**config.mk**
```make
export PLATFORM = sky130hd
export DESIGN_NAME = uart_tx
export DESIGN_NICKNAME = d
export VERILOG_FILES = /design/src/rtl/uart_pkg.sv /design/src/rtl/uart_baud_cnt.sv /design/src/rtl/uart_tx.sv
export SDC_FILE = /design/constraint.sdc
export NUM_CORES = 1
export LEC_CHECK = 0
export BUFFER_PORTS_ARGS = -buffer_cell sky130_fd_sc_hd__buf_4
export CORE_MARGIN = 4
export CORE_UTILIZATION = 45
export DETAILED_ROUTE_END_ITERATION = 16
export PLACE_DENSITY = 0.66
export SYNTH_ARGS = -nofsm -noshare
export SYNTH_HDL_FRONTEND = slang
export SYNTH_SLANG_ARGS = --single-unit
```
**constraint.sdc**
```tcl
create_clock -name sys_clk -period 1.8 [get_ports sys_clk]
set_clock_uncertainty 0.1 [all_clocks]
set_input_delay 0.18 -clock sys_clk [delete_from_list [all_inputs] [get_ports sys_clk]]
set_output_delay 0.18 -clock sys_clk [all_outputs]
set_load 0.02 [all_outputs]
```
**src/rtl/uart_pkg.sv**
```systemverilog
// Shared UART definitions: parity encodings, transmit state encoding and baud divisor.
// The receiver uses the same calc_baud_max so both ends derive an identical bit time.
package uart_pkg;

  localparam int PAR_NONE = 0;
  localparam int PAR_ODD  = 1;
  localparam int PAR_EVEN = 2;

  typedef enum logic [2:0] {
    ST_IDLE,
    ST_START,
    ST_DATA,
    ST_PARITY,
    ST_STOP
  } tx_state_t;

  // Clocks per bit; integer division, so the real baud rate rounds up slightly.
  function automatic int calc_baud_max(input int clk_freq, input int uart_bps);
    return clk_freq / uart_bps;
  endfunction

endpackage

```
**src/rtl/uart_baud_cnt.sv**
```systemverilog
// Bit-time counter: counts 0..CNT_MAX-1 while enabled; tick on the last clock of each bit, no latency.
// No backpressure; clr has priority over counting.
module uart_baud_cnt #(
  parameter int CNT_MAX = 10,
  parameter int CNT_W   = (CNT_MAX > 1) ? $clog2(CNT_MAX) : 1
) (
  input  logic             clk,
  input  logic             rst_n,
  input  logic             en,
  input  logic             clr,
  output logic [CNT_W-1:0] cnt,
  output logic             tick
);

  assign tick = en && (cnt == CNT_W'(CNT_MAX - 1));

  always_ff @(posedge clk or negedge rst_n) begin
    if (!rst_n) begin
      cnt <= '0;
    end else if (clr || tick) begin
      cnt <= '0;
    end else if (en) begin
      cnt <= cnt + 1'b1;
    end
  end

endmodule

```
**src/rtl/uart_tx.sv**
```systemverilog
// UART transmitter, 8 data bits, optional parity, 1 or 2 stop bits; start bit one clock after accept.
// Single-entry valid/ready: a request while tx_ready is low is ignored, never buffered.
module uart_tx
  import uart_pkg::*;
#(
  parameter int UART_BPS  = 9600,
  parameter int CLK_FREQ  = 50_000_000,
  parameter int PARITY    = 0,
  parameter int STOP_BITS = 1
) (
  input  logic       sys_clk,
  input  logic       sys_rst_n,
  input  logic [7:0] pi_data,
  input  logic       pi_flag,
  output logic       tx_ready,
  output logic       tx_busy,
  output logic       tx_done,
  output logic       tx
);

  localparam int BAUD_CNT_MAX = calc_baud_max(CLK_FREQ, UART_BPS);
  localparam int CNT_W        = (BAUD_CNT_MAX > 1) ? $clog2(BAUD_CNT_MAX) : 1;

  if (PARITY < PAR_NONE || PARITY > PAR_EVEN) begin : g_bad_parity
    $error("uart_tx: PARITY must be 0, 1 or 2");
  end
  if (STOP_BITS != 1 && STOP_BITS != 2) begin : g_bad_stop
    $error("uart_tx: STOP_BITS must be 1 or 2");
  end
  if (BAUD_CNT_MAX < 2) begin : g_bad_baud
    $error("uart_tx: CLK_FREQ/UART_BPS must be at least 2");
  end

  tx_state_t        state;
  logic [7:0]       shift_reg;
  logic             par_bit;
  logic [2:0]       bit_cnt;
  logic             stop_cnt;
  logic [CNT_W-1:0] baud_cnt;
  logic             baud_tick;
  logic             accept;
  logic             stop_final;
  logic             stop_near_end;

  uart_baud_cnt #(
    .CNT_MAX (BAUD_CNT_MAX),
    .CNT_W   (CNT_W)
  ) u_baud_cnt (
    .clk   (sys_clk),
    .rst_n (sys_rst_n),
    .en    (state != ST_IDLE),
    .clr   (state == ST_IDLE),
    .cnt   (baud_cnt),
    .tick  (baud_tick)
  );

  assign accept     = pi_flag && tx_ready;
  assign stop_final = (stop_cnt == 1'(STOP_BITS - 1));
  // ready/done are registered, so they are raised one clock before the final stop clock.
  assign stop_near_end = (state == ST_STOP) && stop_final &&
                         (baud_cnt == CNT_W'(BAUD_CNT_MAX - 2));

  always_ff @(posedge sys_clk or negedge sys_rst_n) begin
    if (!sys_rst_n) begin
      state     <= ST_IDLE;
      shift_reg <= '0;
      par_bit   <= 1'b0;
      bit_cnt   <= '0;
      stop_cnt  <= 1'b0;
      tx        <= 1'b1;
      tx_ready  <= 1'b1;
      tx_busy   <= 1'b0;
      tx_done   <= 1'b0;
    end else begin
      tx_done <= 1'b0;
      if (accept) begin
        shift_reg <= pi_data;
        par_bit   <= (PARITY == PAR_ODD) ? ~^pi_data : ^pi_data;
        bit_cnt   <= '0;
        stop_cnt  <= 1'b0;
        state     <= ST_START;
        tx        <= 1'b0;
        tx_busy   <= 1'b1;
        tx_ready  <= 1'b0;
      end else begin
        case (state)
          ST_IDLE: begin
            tx <= 1'b1;
          end
          ST_START: begin
            if (baud_tick) begin
              state     <= ST_DATA;
              tx        <= shift_reg[0];
              shift_reg <= {1'b0, shift_reg[7:1]};
            end
          end
          ST_DATA: begin
            if (baud_tick) begin
              if (bit_cnt == 3'd7) begin
                if (PARITY != PAR_NONE) begin
                  state <= ST_PARITY;
                  tx    <= par_bit;
                end else begin
                  state <= ST_STOP;
                  tx    <= 1'b1;
                end
              end else begin
                bit_cnt   <= bit_cnt + 3'd1;
                tx        <= shift_reg[0];
                shift_reg <= {1'b0, shift_reg[7:1]};
              end
            end
          end
          ST_PARITY: begin
            if (baud_tick) begin
              state <= ST_STOP;
              tx    <= 1'b1;
            end
          end
          ST_STOP: begin
            if (stop_near_end) begin
              tx_ready <= 1'b1;
              tx_done  <= 1'b1;
            end
            if (baud_tick) begin
              if (stop_final) begin
                state   <= ST_IDLE;
                tx_busy <= 1'b0;
              end else begin
                stop_cnt <= 1'b1;
              end
            end
          end
          default: begin
            state <= ST_IDLE;
            tx    <= 1'b1;
          end
        endcase
      end
    end
  end

endmodule
```
==> results of run 1 <==
[worst register-to-register path, delay by kind of cell (launching register included)]
kind / cells / cell delay, ns
compound gates: 2 / 0.25
fa+ha+maj: 2 / 0.38
buf+inv: 1 / 0.15
flops: 1 / 0.38
mux: 1 / 0.30
simple gates: 1 / 0.18
[placed cells by master, fill, tap and decap left out, types with 2 or more instances in the layout]
cell type,n
dfstp_2,2
inv_1,4
nand3_1,8
nor4b_4,2
o211ai_1,2
dlygate4sd3_1,2
nor3_1,4
mux2_4,6
a21oi_2,2
nor2b_1,2
ha_4,2
and3_1,2
xor2_1,4
xnor2_1,8
dfrtp_1,29
clkbuf_8,6
nand4_1,8
nand2_1,24
o21ai_0,4
a21oi_1,2
nor2_1,20
buf_4,40
mux2i_1,3
[timing repair]
action | CTS | global route
gates cloned | 0 | 0
buffers inserted | 3 | 3
endpoints found under the setup margin | 11 | 27
hold buffers | 2 | 0
pin swaps | 10 | 9
hold endpoints to repair | 30 | 0
resized for setup | 9 | 5
[cell families (layout without fill, tap and decap cells)]
kind of cell / after synthesis / count (layout) / share of synthesized area, %
adders and majority gates: 4 / 4 / 2.99
muxes: 9 / 9 / 5.82
AOI/OAI and AO/OA: 18 / 18 / 7.02
DFF: 31 / 31 / 46.4
xor gates and xnor gates: 12 / 12 / 6.27
and+or+nand+nor: 82 / 82 / 26.9
buffers and inverters: 10 / 54 / 4.63
[through the flow]
stage / cell area, sq um / utilization (%) / hold WS (ns)
after floorplan: 1720 / - / -0.216
after global placement: 1980 / 57.0 / 0.0318
after detailed placement: 1980 / 57.0 / 0.0398
after CTS: 2160 / 62.2 / 0.0231
after global routing: 2210 / 63.6 / 0.0417
final: 2210 / 63.6 / 0.0258
[routing by layer]
layer / share of wire (%) / global-route usage [%] / vias to the layer above
li1: - / - / 665
met1: 45 / 20.9 / 632
met2: 51 / 26.7 / 27
met3: 3.2 / 4.36 / 4
met4: 0.70 / 5.21 / 0
met5: 0 / 0 / -
[how the worst max path moves through the flow]
stage                                  from      endpoint  slack [ns]  cells past startpoint
after floorplan           u_baud_cnt.cnt[0]  shift_reg[1]       -0.03                      5
after global placement           bit_cnt[0]  shift_reg[4]        -0.1                      6
after detailed placement         bit_cnt[0]  shift_reg[2]       -0.13                      6
after CTS                        bit_cnt[1]  shift_reg[2]       -0.07                      7
after global routing             bit_cnt[1]  shift_reg[2]       -0.10                      7
final                            bit_cnt[1]  shift_reg[2]       -0.05                      7
[power breakdown]
| group | switching [mW] | internal, mW |
|---|---|---|
| combinational | 0.153 | 0.164 |
| clock | 0.245 | 0.299 |
| sequential | 0.0453 | 0.762 |
[final cells by class]
type / instances / area, sq um
fillers: 300 / 1260
multi-input cells: 125 / 928
flip-flops and latches: 31 / 778
repair buffers: 43 / 340
clock buffers: 6 / 82.6
well taps: 46 / 57.6
inverters: 4 / 15.0
clock inverters: 1 / 5.00
==> impl_metrics.ini, run 1 <==
[run_status]
outcome = finished with violations
violations = negative setup slack

[synth]
synth_area_leader_cell = dfrtp_1
synth_common_cells = 29 x dfrtp_1, 24 x nand2_1, 20 x nor2_1
synth_cell_types = 40
synthFlopType = dfrtp_1
syn_area_per_cell_sq_um = 10.1
synth_seq_cells = 31
ys_seq_area_share_pct = 46.4
synth_edf_count = 0
synthArstFlopShare_pct = 100
yosysMostFrequentCell = dfrtp_1
synth_top_area_share_pct = 43.3
ys_warn_count = 0
synthCells = 166
synth_area_sq_um = 1680
syn-num-nets = 181
synthTopCellsByArea = dfrtp_1 43%, nand2_1 5.4%, nor2_1 4.5%, xnor2_1 4.2%, mux2_2 4.0%

[sta]
tns_ns = -0.286
period_needed_ns = 1.85
max_freq_ghz = 0.541
finalHoldViolations = 0
finalSetupViolCount = 7
tightest_slew_ns = 0.402
rsz0062_at_grt = yes
drv_slew = 0
slew_headroom_pct = 73.2
fin_ws_ns = -0.0477
fin_crit_sh_pct = 103

[routing]
vias = 1328
ant_nets = 0
drtIter0Drc = 128
avgRoutedWirePerCell_microns = 13.9
dr.pass1.iters = 4
routed_via_density = 5.19
wl_microns = 3560
drc = 0

[power]
leakagePower_nw = 0.966
power_density_nw_per_um2 = 756
power.total_mw = 1.67
ir_worst_vdd_mv = 0.579

[cts]
clkTransAtPathRegs_ns = 0.07
numCtsBuffers = 5
h-tree-depth = 2
root_buffer = clkbuf_8
max-clock-path-buffers = 2
cts_tree = built
cts_sinks = 31
clk_latency_ns = 0.28

[global_route]
grt-ovfl-total = 0
grt_pass1_vias = 1363
antenna_found_initial = 0
grt_max_degree = 32
track_usage_pct = 16.3
grt_pass1_wl_microns = 6310

[floorplan]
io_pins = 15
core_sq_um = 3470
die_area_sq_um = 4770
die_h_microns = 69.0
rows = 21
die_x_microns = 69.0
start_util_pct = 48.3

[final_layout]
synthToLayoutAreaGrowth_pct = 31.6
drive_gt1_share_pct = 35.2
largest_register_ffs = 13
final_nets = 225
fin_cells = 256
n_antenna_cell = 0

[setup_path]
crit_chain = ha_2 -> ha_4 -> nor3b_4 -> o21ai_2 -> o21ai_4 -> buf_12 -> mux2_4
crit-reg2reg-launch = bit_cnt[1]
cpPeakStageDelay_ns = 0.38
crit_family = flip-flops
path_max_fanout = 8
crit_required_ns = 1.86
arrival_ns = 1.91
reg2reg_slack_ns = -0.05
cp-start-kind = flop
critPathBufInv = 1
criticalPathCategory = reg -> reg
r2r-end = shift_reg[2]
worstSetupEndpointType = flop
slowest_stage = dfrtp_1
reg2reg_depth = 7

[place]
port_buffers = 14
dp_worst_setup_slack_ns = -0.129
place_congestion = 0.807
place_inst = 241
hpwl_microns = 2560

[min_path]
hold_path_depth = 3
hold_end = shift_reg[7]
min_from = pi_data[7]
hp-class = in -> reg

[flow_run]
drv_cap = 0
(Power assumes the default switching activity.)
==> run 2, diff against run 1 <==
- CELL_PAD_IN_SITES_DETAIL_PLACEMENT: not set -> 1
- CELL_PAD_IN_SITES_GLOBAL_PLACEMENT: not set -> 1
- CORE_UTILIZATION: 45 -> 41
- GPL_ROUTABILITY_DRIVEN: not set -> 0
- PLACE_DENSITY: 0.66 -> 0.74
- REMOVE_ABC_BUFFERS: not set -> 1
==> run 2 against run 1 <==
Against the previous run:
- the run still ends with negative setup slack left
- cell count grew 4.3%
- critical endpoint is now tx
- cell area increased by 2.6%
- highest routed layer unchanged
- global-route usage grew 3.5 points
- worst hold slack better by 0.021 ns
- sequential share of layout area is 0.88 points lower
==> impl_metrics.ini, run 2 (synthesized netlist as in run 1, its figures left out) <==
[run_status]
outcome = finished with violations
violations = negative setup slack

[final_layout]
largest_register_ffs = 13
final_nets = 233
n_antenna_cell = 0
layout_commonest_cell = buf_4
drive_gt1_share_pct = 37.0
synthToLayoutAreaGrowth_pct = 35.0
fin_cells = 267
layout_common_cells = 45 x buf_4, 29 x dfrtp_1, 24 x nand2_1
nFillCells = 434

[place]
port_buffers = 14
place_inst = 251
hpwl_microns = 3160

[setup_path]
criticalPathCategory = reg -> reg
worstSetupEndpointType = flop
arrival_ns = 2.00
path_max_fanout = 4
crit_required_ns = 1.90
cp-start-kind = flop

[sta]
tightest_slew_ns = 0.412
slew_headroom_pct = 72.5
period_needed_ns = 1.90
fin_ws_ns = -0.104
rsz0062_at_grt = yes
fin_crit_sh_pct = 106
max_freq_ghz = 0.525
fin_hold_ws_ns = 0.0471
finalHoldViolations = 0
drv_slew = 0
finalSetupViolCount = 11

[cts]
h-tree-depth = 2
numCtsBuffers = 5
cts_sinks = 31
clkTransAtPathRegs_ns = 0.07
clk_latency_ns = 0.28
cts_tree = built
root_buffer = clkbuf_8
max-clock-path-buffers = 2

[routing]
ant_nets = 0
avgRoutedWirePerCell_microns = 18.2
drc = 0
vias = 1486
dr.pass1.iters = 4
drtIter0Drc = 128
wl_microns = 4850
routed_via_density = 5.57

[floorplan]
die_x_microns = 71.9
rows = 22
core_sq_um = 3800
die_area_sq_um = 5180
die_h_microns = 71.9
start_util_pct = 44.1
io_pins = 15

[power]
leakagePower_nw = 1.02
power.total_mw = 1.86
ir_worst_vdd_mv = 0.407
power_density_nw_per_um2 = 820

[global_route]
grt_max_degree = 32
track_usage_pct = 19.8
antenna_found_initial = 0
grt_pass1_vias = 1621
grt_pass1_wl_microns = 7730
grt-ovfl-total = 0

[flow_run]
drv_cap = 0

[min_path]
hp-class = in -> reg
## run 2: cell count changes in the layout (fill, tap and decap cells not counted), sizes merged
cell and change:
buf +8, bufinv +1
## run 2: worst paths after layout
kind	to	from	slack, ns	cells past startpoint
min	shift_reg[7]	pi_data[7]	0.05	3
min reg2reg	tx_ready	tx_ready	0.41	1
max in group asynchronous	tx	sys_rst_n	0.99	2
max reg2reg	tx	u_baud_cnt.cnt[9]	-0.10	5
max	tx	u_baud_cnt.cnt[9]	-0.10	5
min in group asynchronous	shift_reg[3]	sys_rst_n	0.26	2
## run 2: cell type report
| class | count | area, sq um | share of cell area [%] |
|---|---|---|---|
| inverters | 4 | 15.0 | 0.663 |
| flip-flops and latches | 31 | 778 | 34.4 |
| repair buffers | 51 | 403 | 17.8 |
| clock inverters | 2 | 35.0 | 1.55 |
| well taps | 48 | 60.1 | 2.65 |
| clock buffers | 6 | 82.6 | 3.65 |
| multi-input cells | 125 | 890 | 39.3 |
## run 2: through the flow
| step | utilization, % | area (sq um) | setup slack [ns] | setup TNS, ns |
|---|---|---|---|---|
| floorplan | - | 1610 | -0.150 | -1.58 |
| global placement | 52.6 | 2000 | -0.145 | -1.09 |
| detailed placement | 52.6 | 2000 | -0.177 | -1.66 |
| CTS | 58.2 | 2210 | -0.0695 | -0.278 |
| global route | 59.6 | 2260 | -0.166 | -1.67 |
| finish | 59.6 | 2260 | -0.104 | -0.633 |
## run 2: what timing repair did
| action | in CTS | in global routing |
|---|---|---|
| setup endpoints to repair | 13 | 25 |
| buffers inserted | 1 | 4 |
| hold buffers | 2 | 0 |
| pin swaps | 9 | 9 |
| gates cloned | 0 | 1 |
| gates resized for setup | 16 | 7 |
| endpoints found under the hold margin | 30 | 0 |
## run 2: routing by layer
layer	vias to the layer above	track usage, %	share of wire (%)
li1	684	-	-
met1	754	21.6	41
met2	38	36.2	54
met3	10	5.54	3.3
met4	0	7.31	2.0
met5	-	0	0
## run 2: report_power, final
part	total, mW	internal, mW	switching, mW
Combinational	0.342	0.167	0.175
Sequential	0.806	0.762	0.0440
Clock	0.709	0.447	0.262
## run 2: critical path, cell delays in order, from the launching register on
cell      delay, ns
dfrtp_1        0.39
or4b_4         0.57
nor4_4         0.38
buf_4          0.18
o211ai_1       0.10
o211ai_1       0.11
==> run 3, diff against run 2 <==
- MAX_ROUTING_LAYER: not set -> met4
==> run 3 against run 2 <==
Against the previous run:
- the flow still finishes with violations (negative setup slack)
- sequential power about the same
- routed wire length decreased by 0.45%
- flip-flop and latch count unchanged
- first-iteration DRC count decreased by 35%
- critical path type unchanged
- register-to-register slack got worse by 0.02 ns
- clock-buffer cell count unchanged
- critical path depth unchanged
- fmax decreased by 1.2%
- clock power about the same
- cell area unchanged
- via count decreased by 0.74%
==> impl_metrics.ini, run 3 (synthesized netlist as in run 1, its figures left out) <==
[run_status]
outcome = finished with violations
violations = negative setup slack

[setup_path]
critPathBufInv = 1
path_max_fanout = 4
crit_family = simple AND/OR/NAND/NOR gates
crit_chain = or4b_4 -> nor4_4 -> buf_4 -> o211ai_1 -> o211ai_1
slowest_stage = or4b_4
cp-start-kind = flop
criticalPathCategory = reg -> reg
crit_required_ns = 1.89
worstSetupEndpointType = flop
critical_path.most_common_cell = o211ai_1
arrival_ns = 2.02
cpPeakStageDelay_ns = 0.57

[final_layout]
synthToLayoutAreaGrowth_pct = 35.0
final_util_pct = 59.6
layout_commonest_cell = buf_4
layout_common_cells = 45 x buf_4, 29 x dfrtp_1, 24 x nand2_1
nFillCells = 434
largest_register_ffs = 13
final_area_sq_um = 2260
n_antenna_cell = 0
final_nets = 233
drive_gt1_share_pct = 37.0

[routing]
ant_nets = 0
drtIter0Drc = 83
vias = 1475
avgRoutedWirePerCell_microns = 18.1
routed_via_density = 5.52
drc = 0
wl_microns = 4830
dr.pass1.iters = 5

[sta]
fin_crit_sh_pct = 107
finalHoldViolations = 0
tns_ns = -0.490
tightest_slew_ns = 0.412
finalSetupViolCount = 11
period_needed_ns = 1.93
slew_headroom_pct = 72.5
max_freq_ghz = 0.519
rsz0062_at_grt = yes
drv_slew = 0
fin_ws_ns = -0.128

[place]
placed_area_sq_um = 2000
hpwl_microns = 3160
port_buffers = 14

[flow_run]
drv_cap = 0

[power]
power.total_mw = 1.85
leakagePower_nw = 1.02
power_density_nw_per_um2 = 819
ir_worst_vdd_mv = 0.407

[cts]
clk_latency_ns = 0.28
cts_tree = built
cts_sinks = 31
numCtsBuffers = 5
max-clock-path-buffers = 2
clkTransAtPathRegs_ns = 0.07
root_buffer = clkbuf_8
h-tree-depth = 2

[global_route]
antenna_found_initial = 0
grt_pass1_wl_microns = 7750
grt.met3_usage_pct = 5.12
track_usage_pct = 20.3
grt.met2_usage_pct = 36.0
grt_busiest_layer = met2
grt-ovfl-total = 0
grt_max_degree = 32
grt_use_met1_pct = 21.9
grt_pass1_vias = 1616

[floorplan]
io_pins = 15
core_sq_um = 3800
die_h_microns = 71.9
die_x_microns = 71.9
rows = 22
start_util_pct = 44.1
die_area_sq_um = 5180

[min_path]
hp-class = in -> reg
run 3: cell counts in the layout (fill, tap and decap cells not counted):
Identical to the previous run, type by type.
run 3: final cells by class:
| type | count | area [sq um] | share of cell area (%) |
|---|---|---|---|
| clock buffer | 6 | 82.6 | 3.65 |
| sequential | 31 | 778 | 34.4 |
| timing repair buffer | 51 | 403 | 17.8 |
| inverter | 4 | 15.0 | 0.663 |
| tap | 48 | 60.1 | 2.65 |
| clock inverter | 2 | 35.0 | 1.55 |
| multi-input combinational | 125 | 890 | 39.3 |
run 3: metal layers:
layer	vias up	wire, microns
li1	684	-
met1	745	1970
met2	36	2610
met3	10	158
met4	0	85
met5	-	0
run 3: repair_timing:
| item | CTS | global route |
|---|---|---|
| endpoints found under the setup margin | 13 | 25 |
| endpoints found under the hold margin | 30 | 0 |
| pin swaps | 9 | 8 |
| buffers inserted | 1 | 4 |
| hold buffers | 2 | 0 |
| cloned | 0 | 1 |
| gates resized for setup | 16 | 7 |
run 3: worst paths after layout:
check | start | endpoint | slack [ns] | cells past startpoint
max | u_baud_cnt.cnt[9] | tx | -0.13 | 5
min | pi_data[7] | shift_reg[7] | 0.05 | 3
max reg2reg | u_baud_cnt.cnt[9] | tx | -0.13 | 5
min reg2reg | tx_ready | tx_ready | 0.41 | 1
max in group asynchronous | sys_rst_n | tx | 1.00 | 2
min in group asynchronous | sys_rst_n | shift_reg[3] | 0.26 | 2
run 3: where the power goes:
group | internal (mW) | total (mW) | leakage [nW] | switching [mW]
registers | 0.762 | 0.805 | 0.400 | 0.0434
logic | 0.167 | 0.341 | 0.561 | 0.174
clock network | 0.447 | 0.706 | 0.0612 | 0.259
total | 1.38 | 1.85 | 1.02 | 0.477
run 3: worst register-to-register path, cell delays in order (launching register included):
cell,delay [ns]
dfrtp_1,0.39
or4b_4,0.57
nor4_4,0.38
buf_4,0.18
o211ai_1,0.10
o211ai_1,0.12
run 3: through the flow:
| stage | worst slack, ns | hold WS [ns] | instances |
|---|---|---|---|
| floorplan | -0.150 | -0.216 | 160 |
| global placement | -0.145 | 0.0307 | 251 |
| detailed placement | -0.177 | 0.0404 | 251 |
| CTS | -0.0695 | 0.0275 | 262 |
| global route | -0.150 | 0.0699 | 267 |
| finish | -0.128 | 0.0473 | 267 |
